<file path="src/rtl/pwm_measure.sv">
// PWM high-time / period meter with valid/ready result handshake, timeout and overrun flags.
// Optional build macro PWM_MEASURE_GLITCH_FILTER_EN inserts a 3-sample stability filter after the synchronizer.
module pwm_measure #(
    parameter int CNT_W   = 32,
    parameter int TIMEOUT = 1024
) (
    input  logic             clk,
    input  logic             rstn,
    input  logic             pwm_in,
    input  logic             en,
    output logic [CNT_W-1:0] meas_high,
    output logic [CNT_W-1:0] meas_period,
    output logic             meas_valid,
    input  logic             meas_ready,
    output logic             timeout,
    output logic             overrun
);

    // state | meaning
    // IDLE  | measurement disabled
    // ARM   | waiting for the first rise; partial period ignored, no timeout
    // HIGH  | counting the high phase
    // LOW   | counting the low phase; next rise completes a measurement
    typedef enum logic [1:0] {
        IDLE = 2'd0,
        ARM  = 2'd1,
        HIGH = 2'd2,
        LOW  = 2'd3
    } state_t;

    localparam logic [CNT_W-1:0] TO_VAL = CNT_W'(TIMEOUT);
    localparam logic [CNT_W-1:0] ONE    = CNT_W'(1);

    logic sync_ff;
    logic sync_in;
    logic line;
    logic line_d;
    logic rise_q;
    logic fall_q;

    state_t           state;
    state_t           state_nxt;
    logic [CNT_W-1:0] cnt;
    logic [CNT_W-1:0] cnt_nxt;
    logic [CNT_W-1:0] cnt_inc;
    logic [CNT_W-1:0] hcnt;
    logic [CNT_W-1:0] hcnt_nxt;
    logic             at_limit;
    logic             done;
    logic             to_hit;

    always_ff @(posedge clk or negedge rstn) begin
        if (!rstn) begin
            sync_ff <= 1'b0;
            sync_in <= 1'b0;
            line_d  <= 1'b0;
            rise_q  <= 1'b0;
            fall_q  <= 1'b0;
        end else begin
            sync_ff <= pwm_in;
            sync_in <= sync_ff;
            line_d  <= line;
            rise_q  <= line & ~line_d;
            fall_q  <= ~line & line_d;
        end
    end

`ifdef PWM_MEASURE_GLITCH_FILTER_EN
    // line only follows sync_in once the current and two previous samples agree
    logic [1:0] hist;

    always_ff @(posedge clk or negedge rstn) begin
        if (!rstn) begin
            hist <= 2'b00;
        end else begin
            hist <= {hist[0], sync_in};
        end
    end

    assign line = (sync_in == hist[0] && hist[0] == hist[1]) ? sync_in : line_d;
`else
    assign line = sync_in;
`endif

    // Saturating increment keeps the counter at TIMEOUT so it can never wrap
    assign at_limit = (cnt >= TO_VAL);
    assign cnt_inc  = at_limit ? cnt : cnt + ONE;

    always_ff @(posedge clk or negedge rstn) begin
        if (!rstn) begin
            state <= IDLE;
            cnt   <= '0;
            hcnt  <= '0;
        end else begin
            state <= state_nxt;
            cnt   <= cnt_nxt;
            hcnt  <= hcnt_nxt;
        end
    end

    always_comb begin
        state_nxt = state;
        cnt_nxt   = cnt;
        hcnt_nxt  = hcnt;
        done      = 1'b0;
        to_hit    = 1'b0;
        if (!en) begin
            state_nxt = IDLE;
            cnt_nxt   = '0;
            hcnt_nxt  = '0;
        end else begin
            case (state)
                IDLE: begin
                    state_nxt = ARM;
                end
                ARM: begin
                    if (rise_q) begin
                        state_nxt = HIGH;
                        cnt_nxt   = ONE;
                    end
                end
                HIGH: begin
                    if (fall_q) begin
                        state_nxt = LOW;
                        hcnt_nxt  = cnt;
                        cnt_nxt   = cnt_inc;
                    end else if (at_limit) begin
                        state_nxt = ARM;
                        cnt_nxt   = '0;
                        to_hit    = 1'b1;
                    end else begin
                        cnt_nxt = cnt_inc;
                    end
                end
                LOW: begin
                    if (rise_q) begin
                        state_nxt = HIGH;
                        cnt_nxt   = ONE;
                        done      = 1'b1;
                    end else if (at_limit) begin
                        state_nxt = ARM;
                        cnt_nxt   = '0;
                        to_hit    = 1'b1;
                    end else begin
                        cnt_nxt = cnt_inc;
                    end
                end
                default: begin
                    state_nxt = IDLE;
                    cnt_nxt   = '0;
                end
            endcase
        end
    end

    // A result completing on the handshake edge replaces the accepted one
    always_ff @(posedge clk or negedge rstn) begin
        if (!rstn) begin
            meas_high   <= '0;
            meas_period <= '0;
            meas_valid  <= 1'b0;
            overrun     <= 1'b0;
            timeout     <= 1'b0;
        end else begin
            timeout <= to_hit;
            if (!en) begin
                meas_valid <= 1'b0;
                overrun    <= 1'b0;
            end else if (done) begin
                if (!meas_valid || meas_ready) begin
                    meas_high   <= hcnt;
                    meas_period <= cnt;
                    meas_valid  <= 1'b1;
                end else begin
                    overrun <= 1'b1;
                end
            end else if (meas_valid && meas_ready) begin
                meas_valid <= 1'b0;
            end
        end
    end

endmodule

</file>
<file path="config.mk">
export PLATFORM = sky130hd
export DESIGN_NAME = pwm_measure
export DESIGN_NICKNAME = d
export VERILOG_FILES = /design/src/rtl/pwm_measure.sv
export SDC_FILE = /design/constraint.sdc
export NUM_CORES = 1
export LEC_CHECK = 0
export CAP_MARGIN = 20
export CELL_PAD_IN_SITES_DETAIL_PLACEMENT = 1
export CELL_PAD_IN_SITES_GLOBAL_PLACEMENT = 1
export CORE_ASPECT_RATIO = 1.75
export CORE_MARGIN = 1.5
export CORE_UTILIZATION = 40
export DETAILED_ROUTE_END_ITERATION = 6
export GPL_TIMING_DRIVEN = 0
export PLACE_DENSITY_LB_ADDON = 0.2
export SLEW_MARGIN = 20
export SYNTH_ARGS = -nofsm -noshare
export SYNTH_HDL_FRONTEND = slang
export SYNTH_SLANG_ARGS = --single-unit
</file>
<file path="constraint.sdc">
create_clock -name clk -period 1.85 [get_ports clk]
set_input_delay 0.37 -clock clk [delete_from_list [all_inputs] [get_ports clk]]
set_output_delay 0.37 -clock clk [all_outputs]
set_load 0.1 [all_outputs]
</file>
; ---- After elaboration in Yosys (flattened, before gate mapping)
; Index checks and enable logic that the tools add are counted.
[classes]
addsub = 1
magnitude_cmp = 1
n_eq_ne = 11
n_mux = 31
bitwise = 4
reduce_logical = 9
[ops]
columns = op, n
row1 = $mux W32, 9
row2 = $pmux W32 S3, 1
row3 = $add A32 B1 Y32 const B, 1
row4 = $ge A32 B11 Y1 const B, 1
row5 = $mux W1, 14
row6 = $mux W2, 5
row7 = $pmux W2 S4, 1
row8 = $reduce_and A2 Y1, 4
row9 = $ne A2 B1 Y1 const B, 3
row10 = $eq A2 B2 Y1 const B, 2
row11 = $ne A4 B1 Y1 const B, 1
row12 = $ne A3 B1 Y1 const B, 1
row13 = $ne A3 B2 Y1 const B, 1
row14 = $ne A3 B3 Y1 const B, 1
row15 = $reduce_and A3 Y1, 1
row16 = $and A1 B1 Y1, 2
row17 = $eq A2 B1 Y1 const B, 1
row18 = $logic_not A2 Y1, 1
row19 = $ne A2 B2 Y1 const B, 1
row20 = $not A1 Y1, 2
row21 = $pmux W1 S2, 1
row22 = $logic_and A1 B1 Y1, 1
row23 = $logic_not A1 Y1, 1
row24 = $logic_or A1 B1 Y1, 1
[totals]
reg_bits = 138
word_cells = 70

; ---- Longest topological paths before layout
; Gate-level depths: netlist of run 1.
[depth]
word_depth = 6
ltp_mapped = 8
mapped_depth_nobuf = 8

; ---- Worst setup path before layout of run 1
; Ideal clock, no wire load.
[synth_path]
kind = register to register
startpoint = reg meas_valid
endpoint = reg meas_period[10]
setup_ps = 126
arrival_time_ps = 2107
t_required_ps = 1724
setup_slack_ps = -382
stages_incl_launch_ff = 6
path_buffers = 2
synth_period_minus_slack_ps = 2232
cell_sequence = dfrtp_1 -> nand2b_1 -> nand4_1 -> buf_2 -> clkbuf_1 -> mux2_2
[synth_via]
elab_chain_len = 3
[synth_lines]
columns = item, line
row1 = "start, declared", 13  ; output logic meas_valid,
row2 = "start signal, assigned", 161  ; meas_valid <= 1'b0;
row3 = "start signal, assigned", 167  ; meas_valid <= 1'b0;
row4 = "start signal, assigned", 173  ; meas_valid <= 1'b1;
row5 = $logic_not A1 Y1, 170  ; if (!meas_valid || meas_ready) begin
row6 = $logic_or A1 B1 Y1, 170
row7 = $reduce_and A3 Y1 (no line), --
row8 = "end signal, assigned", 172  ; meas_period <= cnt;
row9 = "end, declared", 12  ; output logic [CNT_W-1:0] meas_period,
; No other way between the ends.
; A chain may end at the register's enable or synchronous reset.

; ---- Worst setup path after layout of run 1
[layout_path]
startpoint = reg cnt[27]
endpoint = reg cnt[7]
[layout_via]
elab_chain_len = 6
word_cells_on_any_way = 7
[layout_lines]
columns = item, line
row1 = "start, declared", 43  ; logic [CNT_W-1:0] cnt;
row2 = "start signal, assigned", 96  ; cnt <= cnt_nxt;
row3 = $ge A32 B11 Y1 *, 86  ; assign at_limit = (cnt >= TO_VAL);
row4 = $mux W32, 87  ; assign cnt_inc = at_limit ? cnt : cnt + ONE;
row5 = $mux W32, "127, 140"
row6 = $mux W32 (on tied branches), "136, 123"
row7 = $pmux W32 S3 *, 112  ; case (state)
row8 = $mux W32 *, 107  ; if (!en) begin
; Every way passes the cells marked *; elsewhere a longest branch is shown, timed or not.

==> results.md, run 1 <==
- The run finished, with violations left.
- The final reports fail on negative setup slack.
- The first detailed-routing pass took 4 iterations.
- The number of global-route vias before repair is 4016.
- The finished cells cover 7380 um^2.
- The completed layout was analyzed and its total power is 0.00658 W.
- The maximum ir drop on the vdd rail is 0.623 mV.
- The DRC violation count after routing is 0.
- The number of library cell types mapped by synthesis is 42.
- Per report_power, the sequential group accounts for 46.4% of the total.
- The number of enable flip-flop cells after synthesis is 0.
- Detailed routing inserted a total of 3669 vias.
- The number of non-filler instances in the completed layout is 708.
- The number of buffers on the longest clock path is 2.
- Setup repair after global routing could not meet its margin everywhere.
- The type of origin of the critical path is a flip-flop.
- In this run switching power makes up 20.8% of total power.
- The clock insertion delay at the later pin of the skew report is 0.41 ns.
- Summed over all nets, the half-perimeter wirelength after detailed placement is 9070 um.
- The leakage power figure is 3.38 nW.
- The proportion of synthesized flip-flops having asynchronous set or reset is 100%.
- The number of placed instances with taps included is 654.
- The share of the Yosys chip area taken by registers is 64.1%.
- On the final layout, the worst clock skew is 0.00745 ns.
- Clock-pin slew was measured on the worst setup and hold paths at 0.06 ns.
- The total standard cell area after synthesis is 5390 um^2.
- The filler cells instantiated in the layout total 1326.
- The slew at the pin closest to its max-slew limit is 0.631 ns.
- TritonCTS built the clock tree.
- The fraction of final layout cells with drive strength greater than 1 is 41.4%.
- After detailed routing, the number of vias per cell comes to 5.18.
- The synthesized net count is 417.
- The effective utilization at floorplan is 40.5%.
- The number of nets in the layout is 531.
- Setup slack on the critical path of the routed design comes to -0.196 ns.
- The min-delay analysis places its worst path in the category in2reg.
- The total congestion overflow after global routing is 0.
- The count of buffers added on input and output ports is 70.
- The clock power share is 50.2%.
- The detail route stage leaves a number of antenna-violating nets equal to 0.
- The signal on the critical path passes through nor4_4 > nand4_1 > o31ai_4 > or4b_4 > a21oi_2.
- In the layout the commonest cells are 129 x sky130_fd_sc_hd__dfrtp_1, 67 x sky130_fd_sc_hd__clkdlybuf4s15_2, 60 x sky130_fd_sc_hd__mux2_2, 54 x sky130_fd_sc_hd__nand2_1, 23 x sky130_fd_sc_hd__and2_1.
- For this design the total switching power over the nets is 0.00137 W.
- From left edge to right edge, the die measures 90.8 um.
- The global placer's final weighted congestion is 0.902.
- Dividing the detail-routed wire length by the instance count gives 19.4 um.
- The most common cell after layout, fill and taps aside is sky130_fd_sc_hd__dfrtp_1.
- The total I/O pin count is 72.
- Setup violations remaining at the end of the flow were counted as 20.
- The first global-routing pass estimated 22100 um of wire.
- The maximum net fanout on the critical path is 3.
- Cells fill 55.4% of the core in the end.
- Synthesis produced a netlist whose cell count is 409.
- The internal power contribution is 0.00521 W.
- Headroom to the max-slew limit came out at 57.7%.
- The number of antenna violations at the first check in global routing was 0.
- After layout, the minimum clock period comes to 2.05 ns.
- The most common flop cell mapped by yosys is sky130_fd_sc_hd__dfrtp_1.
- The biggest cell delay along the critical path is 0.50 ns.
- Entering global routing, the biggest net connects 81 pins.
- The synthesized design contains 138 register bits.
- The slowest stage of the critical path belongs to the cell sky130_fd_sc_hd__or4b_4.
- The H-tree level count is 4.
- The worst hold slack is 0.275 ns.
- The number of warning messages in the yosys log is 0.
- The die covers 14200 um^2.
- The number of antenna diodes is 0.
- After detailed routing, the total wire length is 13800 um.
- The all-layer global routing usage is 20.5%.
- In this run the power density over the cells is 892 nW/um^2.
- The signal arrival time at the worst endpoint is 2.38 ns.
- Of the total power, combinational logic draws 3.4%.
- The worst setup path is captured at a flip-flop.
- The number of rows created at floorplan is 56.
- Static timing analysis puts the maximum clock frequency at 0.489 GHz.
- The number of maximum-capacitance constraint violations is 0.
- The placeable core region is 13300 um^2.
- From synthesis to final layout, the design area changed by 36.8%.
- The sink count of the clock tree is 138.
- The worst path uses 111% of the clock period.
- The post-detailed-placement cell area is 6350 um^2.
- The number of pins with negative max-slew slack in the final report is 0.
- The number of buffers created by CTS is 17.
- The clock root buffer is sky130_fd_sc_hd__clkbuf_16.
- The required time at the worst-slack endpoint is 2.18 ns.
- Averaged over all synthesized cells, the footprint is 13.2 um^2.
- The critical setup path kind is reg2reg.
- The die is 157 um tall.
- For this block, the initial DRC count from the detailed router was 116.
- The number of hold-slack violations in the final timing report is 0.
## power by group through the flow
stage                     Combinational (W)  Clock (W)  Sequential (W)
after floorplan                   0.0000698          0         0.00311
after global placement             0.000184          0         0.00310
after detailed placement           0.000197          0         0.00310
after CTS                          0.000206    0.00336         0.00305
after global routing               0.000251    0.00347         0.00305
final                              0.000227    0.00330         0.00305
## path summary, 6_finish.rpt
path / startpoint / slack (ns) / depth (start not counted) / end
max: cnt[27]$_DFFE_PN0P_ / -0.20 / 5 / cnt[7]$_DFFE_PN0P_
min: en / 0.28 / 2 / meas_valid$_DFFE_PN0P_
max reg2reg: cnt[27]$_DFFE_PN0P_ / -0.20 / 5 / cnt[7]$_DFFE_PN0P_
min reg2reg: sync_ff$_DFF_PN0_ / 0.35 / 0 / line$_DFF_PN0_
max in group asynchronous: rstn / 0.62 / 3 / state[0]$_DFFE_PN0P_
min in group asynchronous: rstn / 0.47 / 2 / hcnt[3]$_DFFE_PN0P_
## cells in the mapped netlist (4+ instances only)
cell type	count	area, um^2
sky130_fd_sc_hd__dfrtp_1	138	3450
sky130_fd_sc_hd__nor4_2	4	50.1
sky130_fd_sc_hd__a31oi_1	5	31.3
sky130_fd_sc_hd__buf_1	5	18.8
sky130_fd_sc_hd__a22o_1	14	123
sky130_fd_sc_hd__nand3_1	5	25.0
sky130_fd_sc_hd__nand2_1	56	210
sky130_fd_sc_hd__mux2_2	60	676
sky130_fd_sc_hd__nand4_1	4	25.0
sky130_fd_sc_hd__a21boi_0	20	150
sky130_fd_sc_hd__nand2b_1	4	25.0
sky130_fd_sc_hd__a21oi_1	5	25.0
sky130_fd_sc_hd__inv_1	5	18.8
sky130_fd_sc_hd__o21ai_0	7	35.0
sky130_fd_sc_hd__clkbuf_1	10	37.5
sky130_fd_sc_hd__nor2_1	7	26.3
sky130_fd_sc_hd__and2_1	24	150
## final cells by class
cell class              instances  area (um^2)  area share, %
plain buffers                  18          116           1.58
inverters                       5         18.8          0.254
multi-input cells             248         1950           26.4
flip-flops and latches        138         3470           47.0
clock inverters                 7         91.3           1.24
repair buffers                 95         1030           14.0
well taps                     174          218           2.95
clock buffers                  23          488           6.62
## what timing repair did
item | CTS | global route
setup buffers | 14 | 9
hold buffers | 1 | 0
pin swaps | 11 | 6
endpoints found under the hold margin | 58 | 0
endpoints found under the setup margin | 153 | 46
resized for setup | 237 | 14
cloned | 0 | 1
## registers in the layout, indices dropped and copies added (netlist names), 2 cells and up
signal	cells
cnt	32
meas_period	32
hcnt	32
meas_high	32
state	2
## cell families (layout without fill, tap and decap cells)
logic type	Yosys count	in the layout	synth area share, %
buf+inv	23	148	1.72
mux	62	62	12.9
simple gates	116	116	11.1
fa+ha+maj	3	3	0.696
flops	138	138	64.1
compound gates	67	67	9.49
## per-layer routing
metal	global-route usage, %	routed length (um)	part of all wire (%)	vias up
met3	4.37	328	2.4	17
met2	38.6	7910	57	71
met4	7.03	285	2.1	0
met5	0	0	0	-
li1	-	-	-	1663
met1	22.5	5230	38	1918
## worst max-delay path: cells and delay by family, from the launching register on
kind            cells  cell delay (ns)
flops               1             0.43
compound gates      2             0.47
simple gates        3             1.08
## stage by stage
stage	TNS, ns	setup slack [ns]
global route	-3.99	-0.313
CTS	-0.461	-0.153
floorplan	0	0.000998
finish	-1.13	-0.196
global placement	-718.39	-5.89
detailed placement	-36.79	-0.612
No activity file was read; power rests on OpenSTA's default activity.
==> run 2: changes to the inputs <==
- GPL_TIMING_DRIVEN: 0 -> unset
==> run 2 against run 1 <==
Against the previous run:
- the flow still finishes with violations (negative setup slack)
- worst setup slack got worse by 0.016 ns
- via count is 5.8% higher
- die area is the same
- clock power decreased by 7.3%
- cell area is 12% higher
- clock-buffer cell count shrank 4
- wire length increased by 3.8%
- register-to-register slack got worse by 0.02 ns
==> results.md, run 2 (synthesis gave the netlist of run 1 again) <==
- The post-placement worst setup slack is -0.568 ns (+0.0439 ns).
- The total power draw is 0.00637 W (-3.2%).
- The part of the total power dissipated in combinational logic is 4.2% (+0.8 points).
- The number of pins with negative max-slew slack in the final report came to 0 (unchanged).
- The global-route wire length before repair is 23500 um (+6.6%).
- The maximum ir drop on the vdd rail is 0.646 mV (+3.7%).
- The clock transition time at the flip-flop clock pins of the worst setup and hold paths is 0.06 ns (about the same).
- The worst hold slack was 0.372 ns (+0.0967 ns).
- The final clock skew is 0.00781 ns (+0.000365 ns).
- The sequential cell area came to 3460 um^2 (-0.29%).
- The required time at the worst-slack endpoint is 2.14 ns (-0.04 ns).
- The number of nets in the layout came to 558 (+5.1%).
- The post-detailed-placement cell area is 7420 um^2 (+17%).
- The leakage power figure is 3.83 nW (+13%).
- The sequential share of power was 47.8% (+1.4 points).
- The number of buffers on the longest clock path is 2 (unchanged).
- The most common cell after layout, fill and taps aside is sky130_fd_sc_hd__dfrtp_1.
- The final worst-path setup slack is -0.212 ns (-0.0160 ns).
- The total number of vias is 3883 (+5.8%).
- The buffer and inverter count on the worst path is 2 (+2).
- The run finished, with violations left.
- The biggest cell delay along the critical path came to 0.44 ns (-0.06 ns).
- The achievable clock frequency is 0.485 GHz (-0.78%).
- The vertical die dimension came to 157 um (unchanged).
- The area of the multi-input gates is 2020 um^2 (+3.7%).
- The power per cell area is 775 nW/um^2 (-13%).
- The fraction of final layout cells with drive strength greater than 1 was 45.6% (+4.3 points).
- Setup repair after global routing could not meet its margin everywhere.
- The sink count of the clock tree is 138 (unchanged).
- The remaining max-slew budget at the tightest pin was 59.0% (+1.3 points).
- The family with the most delay on the worst path is simple AND/OR/NAND/NOR gates.
- The checks that failed: negative setup slack.
- The all-layer global routing usage is 21.7% (+1.2 points).
- The count of filler cells inserted in the layout is 1264 (-4.7%).
- The placed wire-length estimate is 9680 um (+6.7%).
- The number of rows created at floorplan is 56 (unchanged).
- The placeable core region is 13300 um^2 (unchanged).
- The number of antenna diodes is 0 (unchanged).
- By instance count, the cell type seen most on the critical path is sky130_fd_sc_hd__buf_4.
- The number of placed instances with taps included is 696 (+6.4%).
- The share of total power consumed by net switching is 23.4% (+2.7 points).
- The pin count of the biggest net entering global routing is 46 (-43%).
- The internal power contribution is 0.00488 W (-6.4%).
- The H-tree level count is 4 (unchanged).
- The finished layout cell area came to 8220 um^2 (+12%).
- The signal arrival time at the worst endpoint was 2.35 ns (-0.03 ns).
- The critical path in this run is classified as reg2reg.
- The number of search-and-repair iterations in the first detailed-routing pass is 4 (unchanged).
- The number of vias per cell after detailed routing is 5.27 (+1.7%).
- The class of the most critical hold timing path is reg2reg.
- The number of global-route vias before repair is 4401 (+9.6%).
- The share of the clock period used by the worst path is 111% (+0.87 points).
- The endpoint kind of the worst setup timing path is a flip-flop.
- CTS placed an instance of sky130_fd_sc_hd__clkbuf_16 at the clock tree root.
- The number of maximum-capacitance constraint violations is 0 (unchanged).
- The maximum net fanout on the critical path is 4 (+1).
- Among all stages on the critical path, the largest delay is contributed by sky130_fd_sc_hd__dfrtp_1.
- The number of violations reported at the end of detailed-routing iteration 0 is 84 (-28%).
- The time the worst path needs with I/O delays and setup is 2.06 ns (+0.0160 ns).
- The count of antenna-violating nets left after detailed routing is 0 (unchanged).
- The area of the die is 14200 um^2 (unchanged).
- The critical path goes through nor4_4 > and4_4 > nand4_1 > buf_4 > buf_4 > o31ai_2 > a21oi_1.
- The detailed-route wire length is 14300 um (+3.8%).
- The effective utilization at floorplan is 40.5% (unchanged).
- The number of non-filler instances in the completed layout is 737 (+4.1%).
- The number of buffers created by CTS was 17 (unchanged).
- The DRC violation count after routing came to 0 (unchanged).
- The clock insertion delay at the later pin of the skew report came to 0.41 ns (about the same).
- The number of hold-slack violations in the final timing report was 0 (unchanged).
- The setup-violating endpoint count in the final report is 7 (-65%).
- The mean routed wirelength per cell is 19.4 um (-0.24%).
- The global placer's final weighted congestion is 0.790 (-12%).
- The total I/O pin count is 72 (unchanged).
- The floorplan die width is 90.8 um (unchanged).
- In the layout the commonest cells are 137 x sky130_fd_sc_hd__dfrtp_1, 71 x sky130_fd_sc_hd__buf_12, 60 x sky130_fd_sc_hd__mux2_2, 59 x sky130_fd_sc_hd__buf_4, 55 x sky130_fd_sc_hd__nand2_1.
- The area growth from synthesis to layout is 52.5%.
- The number of antenna violations at the first check in global routing is 0 (unchanged).
- TritonCTS built the clock tree.
- The total congestion overflow after global routing is 0 (unchanged).
- The slew at the pin closest to its max-slew limit is 0.615 ns (-0.0166 ns).
- The reported net switching power is 0.00149 W (+9.2%).
- The clock power share is 48.0% (-2.2 points).
- The worst setup path is launched from a flip-flop.
- The count of buffers inserted at the top-level ports was 71 (+1.4%).
## run 2: cell count changes in the layout (fill, tap and decap cells not counted), sizes merged
cell / change
buf: +102
clkdlybuf4s15: -67
clkbuf: -13
clkinvlp: +6
bufinv: -2
inv: +2
clkdlybuf4s50: +1
## run 2: layer usage
metal  vias to the layer above  wire [um]  GRT usage, %
li1                       1724          -             -
met5                         -          0             0
met4                         0        506          10.1
met3                        36        381          4.37
met2                        96       8250          40.5
met1                      2027       5150          23.3
## run 2: final timing paths
| path | from | endpoint | slack [ns] | cells past startpoint |
|---|---|---|---|---|
| max | cnt[12]$_DFFE_PN0P_ | cnt[7]$_DFFE_PN0P_ | -0.21 | 7 |
| min | sync_ff$_DFF_PN0_ | line$_DFF_PN0_ | 0.37 | 0 |
| max reg2reg | cnt[12]$_DFFE_PN0P_ | cnt[7]$_DFFE_PN0P_ | -0.21 | 7 |
| min reg2reg | sync_ff$_DFF_PN0_ | line$_DFF_PN0_ | 0.37 | 0 |
| max in group asynchronous | rstn | cnt[10]$_DFFE_PN0P_ | 0.81 | 3 |
| min in group asynchronous | rstn | meas_high[8]$_DFFE_PN0P_ | 0.47 | 2 |
## run 2: final cells by class
cell class                      count  area share [%]
Multi-Input combinational cell    248            24.5
Clock buffer                       19            5.39
Tap cell                          174            2.65
Sequential cell                   138            42.0
Inverter                            5           0.228
Clock inverter                     13            1.19
Timing Repair Buffer              140            24.0
## run 2: through the flow
stage,util [%],setup TNS [ns]
6_report,61.8,-0.927
5_1_grt,61.8,-2.65
4_1_cts,60.7,-0.424
3_5_place_dp,55.8,-20.97
3_3_place_gp,55.8,-19.63
2_1_floorplan,-,0
## run 2: power by group through the flow
| stage | combinational, W | sequential [W] | clock (W) |
|---|---|---|---|
| floorplan | 0.0000698 | 0.00311 | 0 |
| global placement | 0.000234 | 0.00310 | 0 |
| detailed placement | 0.000242 | 0.00310 | 0 |
| CTS | 0.000253 | 0.00305 | 0.00312 |
| global route | 0.000288 | 0.00305 | 0.00325 |
| finish | 0.000266 | 0.00305 | 0.00306 |
## run 2: repair_timing
action | in CTS | in global routing
pin swaps | 11 | 5
resized for setup | 16 | 23
endpoints found under the setup margin | 9 | 18
gates cloned | 0 | 1
hold endpoints to repair | 41 | 0
hold buffers | 1 | 0
buffers inserted | 3 | 4
